**src/rtl/mips_ctrl_pkg.sv**
```systemverilog
// Shared encodings for the multicycle MIPS control unit: FSM states, opcode/funct values,
// ALU select codes and datapath mux encodings.
package mips_ctrl_pkg;

    typedef enum logic [3:0] {
        StFetch,
        StDecode,
        StMemAdr,
        StMemRd,
        StMemWb,
        StMemWr,
        StAluExec,
        StAluWb,
        StAddiExec,
        StAddiWb,
        StBranch,
        StJump,
        StJal
    } state_t;

    localparam logic [5:0] OpRtype = 6'b000000;
    localparam logic [5:0] OpLw    = 6'b100011;
    localparam logic [5:0] OpSw    = 6'b101011;
    localparam logic [5:0] OpAddi  = 6'b001000;
    localparam logic [5:0] OpBeq   = 6'b000100;
    localparam logic [5:0] OpJ     = 6'b000010;
    localparam logic [5:0] OpJal   = 6'b000011;

    localparam logic [5:0] FnAdd = 6'b100000;
    localparam logic [5:0] FnSub = 6'b100010;
    localparam logic [5:0] FnAnd = 6'b100100;
    localparam logic [5:0] FnOr  = 6'b100101;
    localparam logic [5:0] FnSlt = 6'b101010;

    localparam logic [4:0] AluAnd = 5'd0;
    localparam logic [4:0] AluOr  = 5'd1;
    localparam logic [4:0] AluAdd = 5'd2;
    localparam logic [4:0] AluSub = 5'd6;
    localparam logic [4:0] AluSlt = 5'd7;

    localparam logic [1:0] PcSrcAlu    = 2'b00;
    localparam logic [1:0] PcSrcAluOut = 2'b01;
    localparam logic [1:0] PcSrcJump   = 2'b10;

    localparam logic [1:0] SrcBRd2    = 2'b00;
    localparam logic [1:0] SrcBFour   = 2'b01;
    localparam logic [1:0] SrcBImm    = 2'b10;
    localparam logic [1:0] SrcBImmSh2 = 2'b11;

    function automatic logic is_supported_op(logic [5:0] op);
        return op inside {OpRtype, OpLw, OpSw, OpAddi, OpBeq, OpJ, OpJal};
    endfunction

endpackage

```
**src/rtl/alu_decoder.sv**
```systemverilog
// Combinational ALU select decoder: maps R-type funct to an ALU operation, with overrides
// forcing ADD or SUB for the non-R-type states.
module alu_decoder
    import mips_ctrl_pkg::*;
#(
    parameter int unsigned ALU_SEL_W = 5,
    parameter int unsigned OP_W      = 6
) (
    input  logic [OP_W-1:0]      funct,
    input  logic                 force_add,
    input  logic                 force_sub,
    output logic [ALU_SEL_W-1:0] alu_select,
    output logic                 illegal_funct
);

    logic [4:0] funct_sel;

    always_comb begin
        funct_sel     = AluAdd;
        illegal_funct = 1'b0;
        case (funct)
            OP_W'(FnAdd): funct_sel = AluAdd;
            OP_W'(FnSub): funct_sel = AluSub;
            OP_W'(FnAnd): funct_sel = AluAnd;
            OP_W'(FnOr):  funct_sel = AluOr;
            OP_W'(FnSlt): funct_sel = AluSlt;
            default:      illegal_funct = 1'b1;
        endcase
    end

    always_comb begin
        if (force_sub) begin
            alu_select = ALU_SEL_W'(AluSub);
        end else if (force_add) begin
            alu_select = ALU_SEL_W'(AluAdd);
        end else begin
            alu_select = ALU_SEL_W'(funct_sel);
        end
    end

endmodule

```
**src/rtl/multicycle_controller.sv**
```systemverilog
// Moore control FSM for a multicycle MIPS datapath. Define MULTICYCLE_MEM_WAIT_EN to make the
// memory states (FETCH, MEM_RD, MEM_WR) stall until mem_ready.
module multicycle_controller
    import mips_ctrl_pkg::*;
#(
    parameter int unsigned ALU_SEL_W = 5,
    parameter int unsigned OP_W      = 6
) (
    input  logic                 clock,
    input  logic                 reset_n,
    input  logic [OP_W-1:0]      opcode,
    input  logic [OP_W-1:0]      funct,
    input  logic                 zero,
    input  logic                 mem_ready,
    output logic                 ir_write,
    output logic                 pc_en,
    output logic [1:0]           pc_src,
    output logic                 adr_src,
    output logic                 mem_write,
    output logic                 reg_write,
    output logic                 reg_dst,
    output logic                 link,
    output logic                 mem_to_reg,
    output logic                 alu_src_a,
    output logic [1:0]           alu_src_b,
    output logic [ALU_SEL_W-1:0] alu_select,
    output logic                 retire,
    output logic                 illegal
);

    state_t state_q, state_d;
    logic   mem_ok;
    logic   pc_write, branch, force_add, force_sub, illegal_funct;

`ifdef MULTICYCLE_MEM_WAIT_EN
    assign mem_ok = mem_ready;
`else
    logic unused_mem_ready;
    assign unused_mem_ready = mem_ready;
    assign mem_ok           = 1'b1;
`endif

    always_ff @(posedge clock) begin
        if (!reset_n) begin
            state_q <= StFetch;
        end else begin
            state_q <= state_d;
        end
    end

    always_comb begin
        state_d = state_q;
        unique case (state_q)
            StFetch: if (mem_ok) state_d = StDecode;
            StDecode: begin
                case (opcode)
                    OP_W'(OpLw), OP_W'(OpSw): state_d = StMemAdr;
                    OP_W'(OpRtype):           state_d = StAluExec;
                    OP_W'(OpAddi):            state_d = StAddiExec;
                    OP_W'(OpBeq):             state_d = StBranch;
                    OP_W'(OpJ):               state_d = StJump;
                    OP_W'(OpJal):             state_d = StJal;
                    default:                  state_d = StFetch;
                endcase
            end
            StMemAdr:   state_d = (opcode == OP_W'(OpLw)) ? StMemRd : StMemWr;
            StMemRd:    if (mem_ok) state_d = StMemWb;
            StMemWr:    if (mem_ok) state_d = StFetch;
            StAluExec:  state_d = StAluWb;
            StAddiExec: state_d = StAddiWb;
            StMemWb, StAluWb, StAddiWb, StBranch, StJump, StJal: state_d = StFetch;
            default:    state_d = StFetch;
        endcase
    end

    always_comb begin
        ir_write   = 1'b0;
        pc_write   = 1'b0;
        branch     = 1'b0;
        pc_src     = PcSrcAlu;
        adr_src    = 1'b0;
        mem_write  = 1'b0;
        reg_write  = 1'b0;
        reg_dst    = 1'b0;
        link       = 1'b0;
        mem_to_reg = 1'b0;
        alu_src_a  = 1'b0;
        alu_src_b  = SrcBRd2;
        force_add  = 1'b1;
        force_sub  = 1'b0;
        retire     = 1'b0;
        illegal    = 1'b0;
        unique case (state_q)
            StFetch: begin
                alu_src_b = SrcBFour;
                ir_write  = mem_ok;
                pc_write  = mem_ok;
            end
            StDecode: begin
                alu_src_b = SrcBImmSh2;
                // Bad R-type funct is flagged here but still executes as ADD.
                illegal   = !is_supported_op(opcode) ||
                            (opcode == OP_W'(OpRtype) && illegal_funct);
            end
            StMemAdr: begin
                alu_src_a = 1'b1;
                alu_src_b = SrcBImm;
            end
            StMemRd: adr_src = 1'b1;
            StMemWb: begin
                reg_write  = 1'b1;
                mem_to_reg = 1'b1;
                retire     = 1'b1;
            end
            StMemWr: begin
                adr_src   = 1'b1;
                mem_write = mem_ok;
                retire    = mem_ok;
            end
            StAluExec: begin
                alu_src_a = 1'b1;
                force_add = 1'b0;
            end
            StAluWb: begin
                reg_write = 1'b1;
                reg_dst   = 1'b1;
                retire    = 1'b1;
            end
            StAddiExec: begin
                alu_src_a = 1'b1;
                alu_src_b = SrcBImm;
            end
            StAddiWb: begin
                reg_write = 1'b1;
                retire    = 1'b1;
            end
            StBranch: begin
                alu_src_a = 1'b1;
                force_sub = 1'b1;
                branch    = 1'b1;
                pc_src    = PcSrcAluOut;
                retire    = 1'b1;
            end
            StJump: begin
                pc_src   = PcSrcJump;
                pc_write = 1'b1;
                retire   = 1'b1;
            end
            StJal: begin
                pc_src    = PcSrcJump;
                pc_write  = 1'b1;
                reg_write = 1'b1;
                link      = 1'b1;
                retire    = 1'b1;
            end
            default: ;
        endcase
        // Reset gates every output so a half-finished instruction cannot write anything.
        if (!reset_n) begin
            ir_write   = 1'b0;
            pc_write   = 1'b0;
            branch     = 1'b0;
            pc_src     = PcSrcAlu;
            adr_src    = 1'b0;
            mem_write  = 1'b0;
            reg_write  = 1'b0;
            reg_dst    = 1'b0;
            link       = 1'b0;
            mem_to_reg = 1'b0;
            alu_src_a  = 1'b0;
            alu_src_b  = SrcBRd2;
            force_add  = 1'b1;
            force_sub  = 1'b0;
            retire     = 1'b0;
            illegal    = 1'b0;
        end
    end

    assign pc_en = pc_write | (branch & zero);

    alu_decoder #(
        .ALU_SEL_W(ALU_SEL_W),
        .OP_W     (OP_W)
    ) u_alu_decoder (
        .funct        (funct),
        .force_add    (force_add),
        .force_sub    (force_sub),
        .alu_select   (alu_select),
        .illegal_funct(illegal_funct)
    );

endmodule

```
**config.mk**
```make
export PLATFORM = sky130hd
export DESIGN_NAME = multicycle_controller
export DESIGN_NICKNAME = d
export VERILOG_FILES = /design/src/rtl/mips_ctrl_pkg.sv /design/src/rtl/alu_decoder.sv /design/src/rtl/multicycle_controller.sv
export SDC_FILE = /design/constraint.sdc
export NUM_CORES = 1
export LEC_CHECK = 0
export CAP_MARGIN = 20
export CORE_MARGIN = 3
export CORE_UTILIZATION = 42
export DETAILED_ROUTE_END_ITERATION = 7
export PLACE_DENSITY_LB_ADDON = 0.3
export SYNTH_ARGS = -nofsm -noshare
export SYNTH_HDL_FRONTEND = slang
export SYNTH_SLANG_ARGS = --single-unit
```
**constraint.sdc**
```tcl
create_clock -name clock -period 2.3 [get_ports clock]
set_input_delay 0.345 -clock clock [delete_from_list [all_inputs] [get_ports clock]]
set_output_delay 0.345 -clock clock [all_outputs]
set_load 0.02 [all_outputs]
```
# After elaboration in Yosys (flattened, before gate mapping)
# Cells that the tools add are included.
word_totals:
  reg_bits: 4
  in_bits: 16
classes:
  eq_ne: 23
  mux: 37
  bitwise: 2
  reduce_logical: 15
op_table:
  columns: ["op", "n"]
  rows:
  - ["4-bit case mux with 6 select lines", 2]
  - ["6-bit == test, second input constant", 7]
  - ["1-bit two-way mux", 27]
  - ["4-bit == test, second input constant", 5]
  - ["4-bit by 3-bit == test with 1-bit output, second input constant", 4]
  - ["6-bit by 2-bit == test with 1-bit output, second input constant", 2]
  - ["3-bit case mux with 4 select lines", 1]
  - ["4-bit by 2-bit == test with 1-bit output, second input constant", 2]
  - ["2-bit OR reduction", 4]
  - ["4-bit OR reduction", 2]
  - ["7-bit nonzero test", 1]
  - ["7-bit OR reduction", 1]
  - ["6-bit by 3-bit == test with 1-bit output, second input constant", 1]
  - ["6-bit by 4-bit == test with 1-bit output, second input constant", 1]
  - ["6-bit zero test", 1]
  - ["3-bit two-way mux", 2]
  - ["2-bit case mux with 3 select lines", 1]
  - ["5-bit two-way mux", 1]
  - ["5-bit OR reduction", 1]
  - ["4-bit by 1-bit == test with 1-bit output, second input constant", 1]
  - ["4-bit zero test", 1]
  - ["2-bit two-way mux", 2]
  - ["2-bit case mux with 2 select lines", 1]
  - ["3-bit OR reduction", 1]
  - ["other kinds (5)", 5]

# Depth between registers and ports, before layout
depth:
  depth_word: 7
  mapped_depth: 5
  ltp_nobuf: 4

# Cells and area by module
# Synthesis repeated with hierarchy kept, for this count alone.
unflattened:
  cells_unflattened: 107
  hier_area_um2: 783.3
modules_own_cells:
  columns: ["mod", "instances", "cells_each", "area_per_inst_um2"]
  rows:
  - ["multicycle_controller", 1, 92, 660.6]
  - ["alu_decoder", 1, 15, 122.6]

# Worst setup path after synthesis
# OpenSTA, ideal clock, no wires.
synth_path:
  path_type: "register to output"
  start: "reg state_q[3]"
  end: "out alu_select[2]"
  arrival_time_ns: 1.561
  t_required_ns: 1.955
  path_slack_ns: 0.394
  stages_incl_launch_ff: 5
  path_cell_list: "dfxtp_1 -> clkbuf_1 -> nand2_1 -> nor3_1 -> o21bai_1"
synth_between:
  elab_chain_cells: 5
synth_rtl:
  columns: ["element", "line", "rtl"]
  rows:
  - ["from (decl)", "multicycle_controller.sv:31", "state_t state_q, state_d;"]
  - ["from (signal assigned)", "multicycle_controller.sv:45", "state_q <= StFetch;"]
  - ["from (signal assigned)", "multicycle_controller.sv:47", "state_q <= state_d;"]
  - ["4-bit by 3-bit == test with 1-bit output", "multicycle_controller.sv:93", "unique case (state_q)"]
  - ["1-bit two-way mux", "multicycle_controller.sv:93", null]
  - ["1-bit two-way mux", "multicycle_controller.sv:159", "if (!reset_n) begin"]
  - ["3-bit two-way mux", "alu_decoder.sv:34", "end else if (force_add) begin"]
  - ["5-bit two-way mux (*)", "alu_decoder.sv:32", "if (force_sub) begin"]
  - ["to (decl)", "multicycle_controller.sv:26", "output logic [ALU_SEL_W-1:0] alu_select,"]
# Every way passes the cells marked *; elsewhere a longest branch is shown, timed or not.

# Worst setup path in the final report
layout_path:
  start: "in reset_n"
  end: "out alu_select[1]"
layout_between:
  elab_chain_cells: 3
layout_rtl:
  columns: ["element", "line", "rtl"]
  rows:
  - ["from (decl)", "multicycle_controller.sv:10", "input logic reset_n,"]
  - ["1-bit two-way mux", "multicycle_controller.sv:159", null]
  - ["3-bit two-way mux", "alu_decoder.sv:34", null]
  - ["5-bit two-way mux (*)", "alu_decoder.sv:32", null]
# Marked as above.

==> results.sh <==
export IMPL_antenna_found_initial=0
export IMPL_crit_arrival_ns=1.90
export IMPL_fin_total_pwr_mw=0.302
export IMPL_die_height_um=46.3
export IMPL_cp_num_buf_inv=2
export IMPL_drv_slew=0
export IMPL_power_frac_seq_pct=25.5
export IMPL_crit_family="buffers and inverters"
export IMPL_postCtsHoldBufs=0
export IMPL_ys_flop_type="dfxtp_1"
export IMPL_netlist_instances=109
export IMPL_synth_seq_cells=4
export IMPL_dp_hpwl_mm=1.72
export IMPL_vias_per_cell=5.52
export IMPL_switching_power_mw=0.0999
export IMPL_clock_root_buffer="clkbuf_4"
export IMPL_start_kind="input port"
export IMPL_netlist_area_um2=683
export IMPL_postSynth_asyncResetShare_pct=0
export IMPL_grt_pass1_vias=858
export IMPL_finalCritPeriodShare_pct=97.5
export IMPL_path_clk_slew_ns=0.04
export IMPL_dp_slack_ns=-0.322
export IMPL_rsz0062_at_grt="no"
export IMPL_cts_setup_buffers=0
export IMPL_first_iter_violations=18
export IMPL_die_w_um=46.3
export IMPL_use_met1_pct=25.3
export IMPL_crit_path_max_fanout=3
export IMPL_yosys_cell_types_count=40
export IMPL_hold_path_class="reg2reg"
export IMPL_vias=938
export IMPL_cts_max_path_buffers=2
export IMPL_setup_ws_ns=0.0566
export IMPL_clkSinkCount=4
export IMPL_ys_warn_count=0
export IMPL_cts_inserted_buffers=3
export IMPL_path_cells="clkdlybuf4s50_1 > nand3b_1 > or3_1 > or2_1 > dlygate4sd2_1"
export IMPL_initial_core_util_pct=48.3
export IMPL_grt_max_degree=13
export IMPL_ys_top_cells_by_area="dfxtp_1, nor2_1, nand2_1"
export IMPL_gp_congestion=0.834
export IMPL_critPathMaxStageDelay_ns=0.49
export IMPL_clkLatencyLatePin_ns=0.24
export IMPL_placed_cell_area_mm2=0.00113
export IMPL_grt_busiest_layer="met2"
export IMPL_top_regs="state_q: 4 flops"
export IMPL_setup_viol_count_final=0
export IMPL_drtPass1Iterations=6
export IMPL_synth_top_cells_by_count="nor2_1, nand2_1, a21oi_1, o21ai_0"
export IMPL_fin_crit_ns=2.24
export IMPL_internal_power_mw=0.203
export IMPL_gr_usage_all_layers_pct=22.8
export IMPL_status="finished, final reports clean"
export IMPL_synth_edff_count=0
export IMPL_ant_nets=0
export IMPL_antennaDiodeCount=0
export IMPL_synth_top_area_share_pct=11.7
export IMPL_drv_cap=0
export IMPL_ios=36
export IMPL_stdcell_area_mm2=0.00116
export IMPL_drive_gt1_share_pct=20.6
export IMPL_p_comb_share_pct=45.2
export IMPL_syn_to_final_growth_pct=69.6
export IMPL_crit_slowest_cell="clkdlybuf4s50_1"
export IMPL_required_ns=1.96
export IMPL_ys_seq_area_share_pct=11.7
export IMPL_switching_share_pct=33.0
export IMPL_cp_end_kind="output pin"
export IMPL_grt_use_met2_pct=43.4
export IMPL_drc=0
export IMPL_top_register="state_q"
export IMPL_cts_max_level=1
export IMPL_synth_area_leader_cell="dfxtp_1"
export IMPL_fmax_mhz=446
export IMPL_io_buffers=32
export IMPL_final_nets=173
export IMPL_cts_tree="yes"
export IMPL_grt_overflow=0
export IMPL_largest_reg_flops=4
export IMPL_coreArea_mm2=0.00142
export IMPL_grt_pass1_wl_mm=3.63
export IMPL_pwr_share_clk_pct=29.3
export IMPL_fin_skew_ns=0.00787
export IMPL_leakage_nw=0.506
export IMPL_use_met3_pct=3.91
export IMPL_wl_per_cell_um=13.2
export IMPL_worstSetupPathType="in2out"
export IMPL_syn_area_per_cell_um2=6.27
export IMPL_num_rows=13
export IMPL_num_fill_cells=109
export IMPL_power_density_mw_per_mm2=261
export IMPL_finalHoldViolCount=0
export IMPL_ir_drop_mv=0.198
export IMPL_final_util_pct=81.9
export IMPL_dieArea_mm2=0.00215
export IMPL_synth_most_common_cell="nor2_1"
export IMPL_wl_mm=2.25
## path summary, 6_finish.rpt
path / cells after the start / startpoint / to / slack [ns]
worst min-delay path: 2 / state_q[1]$_SDFF_PN0_ / state_q[3]$_SDFF_PN0_ / 0.66
worst max-delay path: 5 / reset_n / alu_select[1] / 0.06
worst max register to register: 5 / state_q[2]$_SDFF_PN0_ / state_q[2]$_SDFF_PN0_ / 0.94
worst min register to register: 2 / state_q[1]$_SDFF_PN0_ / state_q[3]$_SDFF_PN0_ / 0.66
## cell usage in the layout (no fill, tap or decap), drive strengths merged
cell type	instances
a2111oi	1
a211o	1
a21boi	1
a21oi	6
a22o	1
a311oi	1
a31oi	1
and2	1
and3	2
buf	22
clkbuf	3
clkdlybuf4s50	21
conb	2
dfxtp	4
dlygate4sd2	6
dlymetal6s2s	4
mux2	1
nand2	11
nand2b	4
nand3	4
nand3b	3
nand4b	1
nor2	15
nor2b	5
nor3	5
nor3b	2
nor4	1
nor4b	2
o211ai	2
o21a	2
o21ai	7
o21bai	1
o22ai	2
o311a	1
o31ai	1
or2	2
or3	2
or4	1
xor2	3
## worst register-to-register path, stage by stage, from the launching register on
cell     delay (ns)
dfxtp_1        0.34
buf_4          0.17
nor4b_1        0.37
buf_4          0.19
nand3_1        0.07
a21oi_1        0.15
## power groups by stage
stage	logic, mW	clock network [mW]	registers (mW)
CTS	0.137	0.0881	0.0768
floorplan	0.0676	0	0.0742
global route	0.149	0.0944	0.0775
finish	0.137	0.0886	0.0770
global placement	0.132	0	0.0777
detailed placement	0.136	0	0.0779
## cell families (layout without fill, tap and decap cells)
family / count (synthesis) / in the layout / synth area share (%)
compound gates: 28 / 28 / 26.7
xor+xnor: 3 / 3 / 3.85
buf+inv: 11 / 56 / 7.88
flops: 4 / 4 / 11.7
mux: 1 / 1 / 1.65
other cells: 1 / 2 / 0.549
simple gates: 61 / 61 / 47.6
## metrics by stage
| step | hold slack, ns | cells | TNS, ns |
|---|---|---|---|
| global route | 0.689 | 170 | 0 |
| detailed placement | 0.692 | 167 | -0.837 |
| global placement | 0.668 | 167 | -0.728 |
| floorplan | 0.527 | 110 | 0 |
| CTS | 0.712 | 170 | 0 |
| finish | 0.658 | 170 | 0 |
## layout make-up
class	count	area, µm²	area share [%]
Multi-Input combinational cell	95	559	48.3
Timing Repair Buffer	53	475	41.0
Sequential cell	4	82.6	7.13
Clock buffer	3	22.5	1.94
Tap cell	15	18.8	1.62
## layer usage
layer	vias to the layer above	wire length, µm
li1	483	-
met1	409	912
met2	46	1200
met3	0	137
met4	0	0
met5	-	0
## what timing repair did
item,in CTS,in global routing
pin swaps,0,1
setup endpoints to repair,8,5
gates resized for setup,12,6
(Power assumes the default switching activity.)
